===== src/rtl/mem_readout_uart_pkg.sv =====
// Shared types and constants for the data-memory readout UART.
package mem_readout_pkg;

    typedef enum logic [2:0] {
        IDLE,
        ISSUE,
        WAIT,
        CAPTURE,
        SEND_LO,
        SEND_HI,
        NEXT,
        FINISH
    } state_t;

    localparam logic UART_START = 1'b0;
    localparam logic UART_STOP  = 1'b1;
    localparam int unsigned BITS_PER_FRAME = 10;

endpackage


===== src/rtl/mem_readout_uart_if.sv =====
// Processor data-memory readout port: address out, read data back.
interface mem_readout_uart_if #(
    parameter int unsigned ADDR_W = 24,
    parameter int unsigned DATA_W = 16
);
    logic [ADDR_W-1:0] parallel_address;
    logic [DATA_W-1:0] q;

    modport master (output parallel_address, input q);
    modport slave  (input parallel_address, output q);
endinterface


===== src/rtl/mem_readout_uart_tx_byte.sv =====
// 8N1 byte transmitter; a load in the last stop-bit cycle chains the next frame with no idle gap.
module uart_tx_byte
    import mem_readout_pkg::*;
#(
    parameter int unsigned CLKS_PER_BIT = 434
) (
    input  logic       clk,
    input  logic       rst,
    input  logic       load,
    input  logic [7:0] data,
    output logic       tx,
    output logic       tx_busy,
    output logic       tx_done
);

    localparam int unsigned CNT_W = $clog2(CLKS_PER_BIT);
    localparam logic [CNT_W-1:0] CNT_LAST = CNT_W'(CLKS_PER_BIT - 1);
    localparam logic [3:0] BIT_LAST = 4'(BITS_PER_FRAME - 1);

    logic [CNT_W-1:0]          cnt;
    logic [3:0]                bit_idx;
    logic [BITS_PER_FRAME-1:0] shreg;
    logic                      busy_q;
    logic                      tx_q;

    assign tx_done = busy_q && (cnt == CNT_LAST) && (bit_idx == BIT_LAST);
    assign tx_busy = busy_q;
    assign tx      = tx_q;

    always_ff @(posedge clk or negedge rst) begin
        if (!rst) begin
            cnt     <= '0;
            bit_idx <= '0;
            shreg   <= '0;
            busy_q  <= 1'b0;
            tx_q    <= 1'b1;
        end else if (load && (!busy_q || tx_done)) begin
            shreg   <= {UART_STOP, data, UART_START};
            tx_q    <= UART_START;
            cnt     <= '0;
            bit_idx <= '0;
            busy_q  <= 1'b1;
        end else if (busy_q) begin
            if (cnt == CNT_LAST) begin
                cnt <= '0;
                if (bit_idx == BIT_LAST) begin
                    busy_q <= 1'b0;
                    tx_q   <= 1'b1;
                end else begin
                    bit_idx <= bit_idx + 4'd1;
                    tx_q    <= shreg[1];
                    shreg   <= {UART_STOP, shreg[BITS_PER_FRAME-1:1]};
                end
            end else begin
                cnt <= cnt + CNT_W'(1);
            end
        end
    end

endmodule


===== src/rtl/mem_readout_uart.sv =====
// Walks a range of processor data memory and streams each 16-bit word over UART, low byte first.
module mem_readout_uart
    import mem_readout_pkg::*;
#(
    parameter int unsigned ADDR_W       = 24,
    parameter int unsigned DATA_W       = 16,
    parameter int unsigned CLKS_PER_BIT = 434,
    parameter int unsigned READ_LAT     = 1
) (
    input  logic                clk,
    input  logic                rst,
    input  logic                start,
    input  logic [ADDR_W-1:0]   base_addr,
    input  logic [15:0]         word_count,
    mem_readout_uart_if.master  mem,
    output logic                tx,
    output logic                busy,
    output logic                done
);

    localparam int unsigned WAIT_W = (READ_LAT > 1) ? $clog2(READ_LAT) : 1;
    localparam logic [WAIT_W-1:0] WAIT_LAST = WAIT_W'((READ_LAT > 0) ? READ_LAT - 1 : 0);

    state_t            state, state_d;
    logic [ADDR_W-1:0] addr_reg, addr_d;
    logic [ADDR_W-1:0] pa_q, pa_d;
    logic [15:0]       remaining, rem_d;
    logic [7:0]        word_hi, hi_d;
    logic [WAIT_W-1:0] wait_cnt, wait_d;
    logic              busy_q, busy_d;
    logic              done_q, done_d;
    logic              load;
    logic [7:0]        load_data;
    logic              tx_busy;
    logic              tx_done;

    assign mem.parallel_address = pa_q;
    assign busy = busy_q;
    assign done = done_q;

    uart_tx_byte #(.CLKS_PER_BIT(CLKS_PER_BIT)) u_tx (
        .clk     (clk),
        .rst     (rst),
        .load    (load),
        .data    (load_data),
        .tx      (tx),
        .tx_busy (tx_busy),
        .tx_done (tx_done)
    );

    always_ff @(posedge clk or negedge rst) begin
        if (!rst) begin
            state     <= IDLE;
            addr_reg  <= '0;
            pa_q      <= '0;
            remaining <= '0;
            word_hi   <= '0;
            wait_cnt  <= '0;
            busy_q    <= 1'b0;
            done_q    <= 1'b0;
        end else begin
            state     <= state_d;
            addr_reg  <= addr_d;
            pa_q      <= pa_d;
            remaining <= rem_d;
            word_hi   <= hi_d;
            wait_cnt  <= wait_d;
            busy_q    <= busy_d;
            done_q    <= done_d;
        end
    end

    // The low byte is launched straight from q in CAPTURE, and the high byte in the
    // last stop-bit cycle of the low frame, so only the high byte needs holding.
    always_comb begin
        state_d   = state;
        addr_d    = addr_reg;
        pa_d      = pa_q;
        rem_d     = remaining;
        hi_d      = word_hi;
        wait_d    = wait_cnt;
        busy_d    = busy_q;
        done_d    = 1'b0;
        load      = 1'b0;
        load_data = word_hi;
        case (state)
            IDLE: begin
                if (start) begin
                    addr_d  = base_addr;
                    rem_d   = word_count;
                    busy_d  = 1'b1;
                    state_d = (word_count == 16'd0) ? FINISH : ISSUE;
                end
            end
            ISSUE: begin
                pa_d    = addr_reg;
                wait_d  = '0;
                state_d = (READ_LAT == 0) ? CAPTURE : WAIT;
            end
            WAIT: begin
                if (wait_cnt == WAIT_LAST) state_d = CAPTURE;
                else                       wait_d  = wait_cnt + WAIT_W'(1);
            end
            CAPTURE: begin
                if (!tx_busy) begin
                    hi_d      = mem.q[15:8];
                    load      = 1'b1;
                    load_data = mem.q[7:0];
                    state_d   = SEND_LO;
                end
            end
            SEND_LO: begin
                if (tx_done) begin
                    load      = 1'b1;
                    load_data = word_hi;
                    state_d   = SEND_HI;
                end
            end
            SEND_HI: begin
                if (tx_done) state_d = NEXT;
            end
            NEXT: begin
                addr_d  = addr_reg + ADDR_W'(1);
                rem_d   = remaining - 16'd1;
                state_d = (remaining == 16'd1) ? FINISH : ISSUE;
            end
            FINISH: begin
                done_d  = 1'b1;
                busy_d  = 1'b0;
                state_d = IDLE;
            end
            default: state_d = IDLE;
        endcase
    end

endmodule


===== src/flat_wrapper.sv =====
// flat-port wrapper written by rule: the top's interface ports become plain ports
module mem_readout_uart_flat import mem_readout_pkg::*;
#(
    parameter int unsigned ADDR_W       = 24,
    parameter int unsigned DATA_W       = 16,
    parameter int unsigned CLKS_PER_BIT = 434,
    parameter int unsigned READ_LAT     = 1
)
  (clk, rst, start, base_addr, word_count, tx, busy, done, mem_parallel_address, mem_q);
  mem_readout_uart_if #(.ADDR_W(ADDR_W), .DATA_W(DATA_W)) mem_i ();
  input  logic clk;
  input  logic rst;
  input  logic start;
  input  logic [ADDR_W-1:0] base_addr;
  input  logic [15:0] word_count;
  output logic tx;
  output logic busy;
  output logic done;
  output wire logic [$bits(mem_i.parallel_address)-1:0] mem_parallel_address;
  input wire logic [$bits(mem_i.q)-1:0] mem_q;
  assign mem_parallel_address = mem_i.parallel_address;
  assign mem_i.q = mem_q;
  mem_readout_uart #(.ADDR_W(ADDR_W), .DATA_W(DATA_W), .CLKS_PER_BIT(CLKS_PER_BIT), .READ_LAT(READ_LAT)) u_core (.clk(clk), .rst(rst), .start(start), .base_addr(base_addr), .word_count(word_count), .mem(mem_i), .tx(tx), .busy(busy), .done(done));
endmodule

===== config.mk =====
export PLATFORM = sky130hd
export DESIGN_NAME = mem_readout_uart_flat
export DESIGN_NICKNAME = d
export VERILOG_FILES = /design/src/rtl/mem_readout_uart_pkg.sv /design/src/rtl/mem_readout_uart_if.sv /design/src/rtl/mem_readout_uart_tx_byte.sv /design/src/rtl/mem_readout_uart.sv /design/src/flat_wrapper.sv
export SDC_FILE = /design/constraint.sdc
export NUM_CORES = 1
export LEC_CHECK = 0
export CAP_MARGIN = 20
export CORE_ASPECT_RATIO = 0.6
export CORE_MARGIN = 8
export CORE_UTILIZATION = 47
export CTS_BUF_LIST = sky130_fd_sc_hd__clkbuf_4 sky130_fd_sc_hd__clkbuf_8
export DETAILED_ROUTE_END_ITERATION = 8
export PLACE_DENSITY = 0.7
export SETUP_SLACK_MARGIN = 0.05
export SYNTH_ARGS = -nofsm -noshare
export SYNTH_HDL_FRONTEND = slang
export SYNTH_HIERARCHICAL = 1
export SYNTH_SLANG_ARGS = --single-unit
export TNS_END_PERCENT = 50

===== constraint.sdc =====
create_clock -name clk -period 2.4 [get_ports clk]
set_input_delay 0.48 -clock clk [delete_from_list [all_inputs] [get_ports clk]]
set_output_delay 0.48 -clock clk [all_outputs]
set_load 0.05 [all_outputs]

==> impl_results.md <==
* Final ANT Viol Nets at 0
* Root Buffer: clkbuf_8
* R2r startpoint: u_core/u_tx/cnt[0]$_DFFE_PN0P_
* Min-Delay Path Class: input port to async pin
* Worst hold slack at roughly 0.094 ns
* Max-slew violations at 0
* Met2 GRT Util at 0.278
* RSZ-0062 raised after global routing: false
* Die area at 14800 um2
* ANT cells at 0
* GPL Wtd Cong at 0.838
* Die Ht at 97.4 um
* Netlist Area Pre-Place at 5190 um2
* R2r endpoint: u_core/u_tx/cnt[4]$_DFFE_PN0P_
* Vias in the first global route at ~4600
* Crit. End Element: flip-flop
* CP Class: flip-flop to flip-flop
* Area Growth Syn to Fin at 26.2%
* Slew HR at 0.602
* Highest-count cells in the layout ignoring fill and taps: dfrtp_1 (99), nand2_1 (85), clkdlybuf4s50_1 (84)
* Initial Utilization at 0.487
* Average wire per cell in the routed design at 18.1 um
* Met1 usage at 0.277
* Post-CTS Hold Fix Bufs at 0
* Top_reg_cell synth: dfrtp_1
* H-tree levels at 3
* Sequential-to-total area share from yosys stat at 0.487
* DRT Wirelength at 13800 um
* Setup-failing EPs final at 0
* R2R setup slack at around 0.17 ns
* Clock transition time at the flip-flop clock pins of the worst setup and hold paths at 0.10 ns
* Worst-Margin Slew at 0.597 ns
* PD cells at between 400 and 500 nW/um2
* Tmin final at 2.23 ns
* Achievable Freq at 448 MHz
* Final Hold Viols at 0
* Synth unique cells at 69
* # clock sinks at 101
* Row cnt at 29
* Post-synth net total at ~590
* Core Area at 10700 um2
* Post-Syn Area per Cell at between 9 and 10 um2
* Crit start category: flip-flop
* TritonCTS Buffers at 9
* Port Buffers at 85
* Later-pin clock latency in the skew report at 0.38 ns
* # IOs at 86
* Initial antenna violation count at 0
* # DRC at 0
* Final net count at 687
* Max_cap viols at 0
* Ys Warns at 6
* Crit path to: u_core/u_tx/cnt[4]$_DFFE_PN0P_
* DP Cell Count at 744
* Busiest layer in global routing: met2
* CTS tree: done
* Crit share post-route at 0.930
* Grt ovf at 0
* Clock skew at about 0.013 ns
* Post-Synthesis Cells at 525
* Met3 Track Usage GR at 0.0549
* Max FO, Critical Path at 5
* Register bit count reported by yosys at 101
* EDFF count, synth at 0
* Layout cells sized above 1 at 0.144
* Initial DRC count at approximately 300
* FFs w/ async S/R, synth at 1.00
* Via Count at 4446
* Largest net degree at the start of global routing at 44
* Setup crit start: u_core/u_tx/cnt[0]$_DFFE_PN0P_
* Worst vdd ir at between 0.2 and 0.25 mV
* Clock Tree Buf Depth at 2
* CP arrival at 2.50 ns
* Leakage power at 2.76 nW
* Via-per-instance ratio at 5.81
* Critical Path RT at 2.67 ns
* Most common cell after layout, fill and taps aside: dfrtp_1
* Reg2reg path depth at 10
* DPL Wire Length at 10100 um
* Status: finished clean
* GRT Resource Usage Total at 0.193
* DRT Pass-1 Iters at 5
* Die X at 152 um
* Final non-filler cell total at approximately 770
* First-pass GRT wire length at around 23000 um
kinds of logic after synthesis:
kind of cell,synth area share
compound gates,0.163
xor+xnor,0.0118
fa+ha+maj,0.0169
buf+inv,0.0328
flops,0.487
mux,0.0559
simple gates,0.233
worst max-delay path, stage by stage, from the launching register on:
cell and delay, ns:
dfrtp_2 0.43, ha_1 0.21, and4b_2 0.28, nand2_4 0.09, nor3_4 0.04, a41o_1 0.27, buf_4 0.17, or2_2 0.32
nand4_1 0.12, xor2_1 0.14, nor2_1 0.05
repair_timing:
action / CTS / global route
resized for setup: 2 / 6
endpoints found under the setup margin: 8 / 16
buffers inserted: 1 / 4
pin swaps: 0 / 2
layer usage:
metal | vias up | share of wire | routed length [um]
li1 | 2138 | - | -
met1 | 2152 | 0.49 | 6840
met2 | 137 | 0.44 | 6030
met3 | 19 | 0.058 | 801
met4 | 0 | 0.013 | 174
met5 | - | 0 | 0
cells in the mapped netlist (all sizes together) (8+ instances only):
cell,count,share of area
o221a,9,0.020
o211ai,14,0.020
nor2,34,0.025
o311ai,10,0.017
dfrtp,100,0.48
or2,11,0.013
nand2,86,0.064
nor4,14,0.018
mux2,24,0.052
o22ai,9,0.011
inv,12,0.0087
nor3,16,0.020
nand3,24,0.027
nand4,9,0.011
a211oi,8,0.012
o21ai,18,0.017
a21oi,19,0.021
clkbuf,9,0.0065
buf,17,0.018
where the power goes:
group          switching, W  internal (W)
combinational     0.0000673      0.000102
sequential       0.00000602       0.00171
clock              0.000645      0.000390
final cells by class:
cell class / count / area [um2]
clock buffers: 9 / 124
clock inverters: 7 / 56.3
fillers: 935 / 4120
inverters: 12 / 45.0
multi-input cells: 386 / 2540
flip-flops and latches: 101 / 2530
well taps: 139 / 174
repair buffers: 111 / 1080
worst min path at each step:
| stage | from | end | cells after the start |
|---|---|---|---|
| floorplan | rst | u_core/addr_reg[0]$_DFFE_PN0P_ | 0 |
| CTS | rst | u_core/remaining[11]$_DFFE_PN0P_ | 1 |
| finish | rst | u_core/remaining[11]$_DFFE_PN0P_ | 1 |
| global placement | u_core/word_hi[2]$_DFFE_PN0P_ | u_core/word_hi[2]$_DFFE_PN0P_ | 2 |
| global route | rst | u_core/remaining[11]$_DFFE_PN0P_ | 1 |
| detailed placement | u_core/word_hi[2]$_DFFE_PN0P_ | u_core/word_hi[2]$_DFFE_PN0P_ | 2 |
stage by stage:
| step | area (um2) | setup TNS [ns] | power, W | util | setup slack (ns) |
|---|---|---|---|---|---|
| finish | 6550 | 0 | 0.00292 | 0.614 | 0.169 |
| global route | 6550 | 0 | 0.00302 | 0.614 | 0.0285 |
| CTS | 6490 | 0 | 0.00295 | 0.609 | 0.0884 |
| detailed placement | 6290 | -0.163 | 0.00192 | 0.590 | -0.0286 |
| global placement | 6290 | 0 | 0.00192 | 0.590 | 0.164 |
| floorplan | 5190 | 0 | 0.00177 | - | 0.228 |
Note: power is estimated with default switching activity, not from simulation.
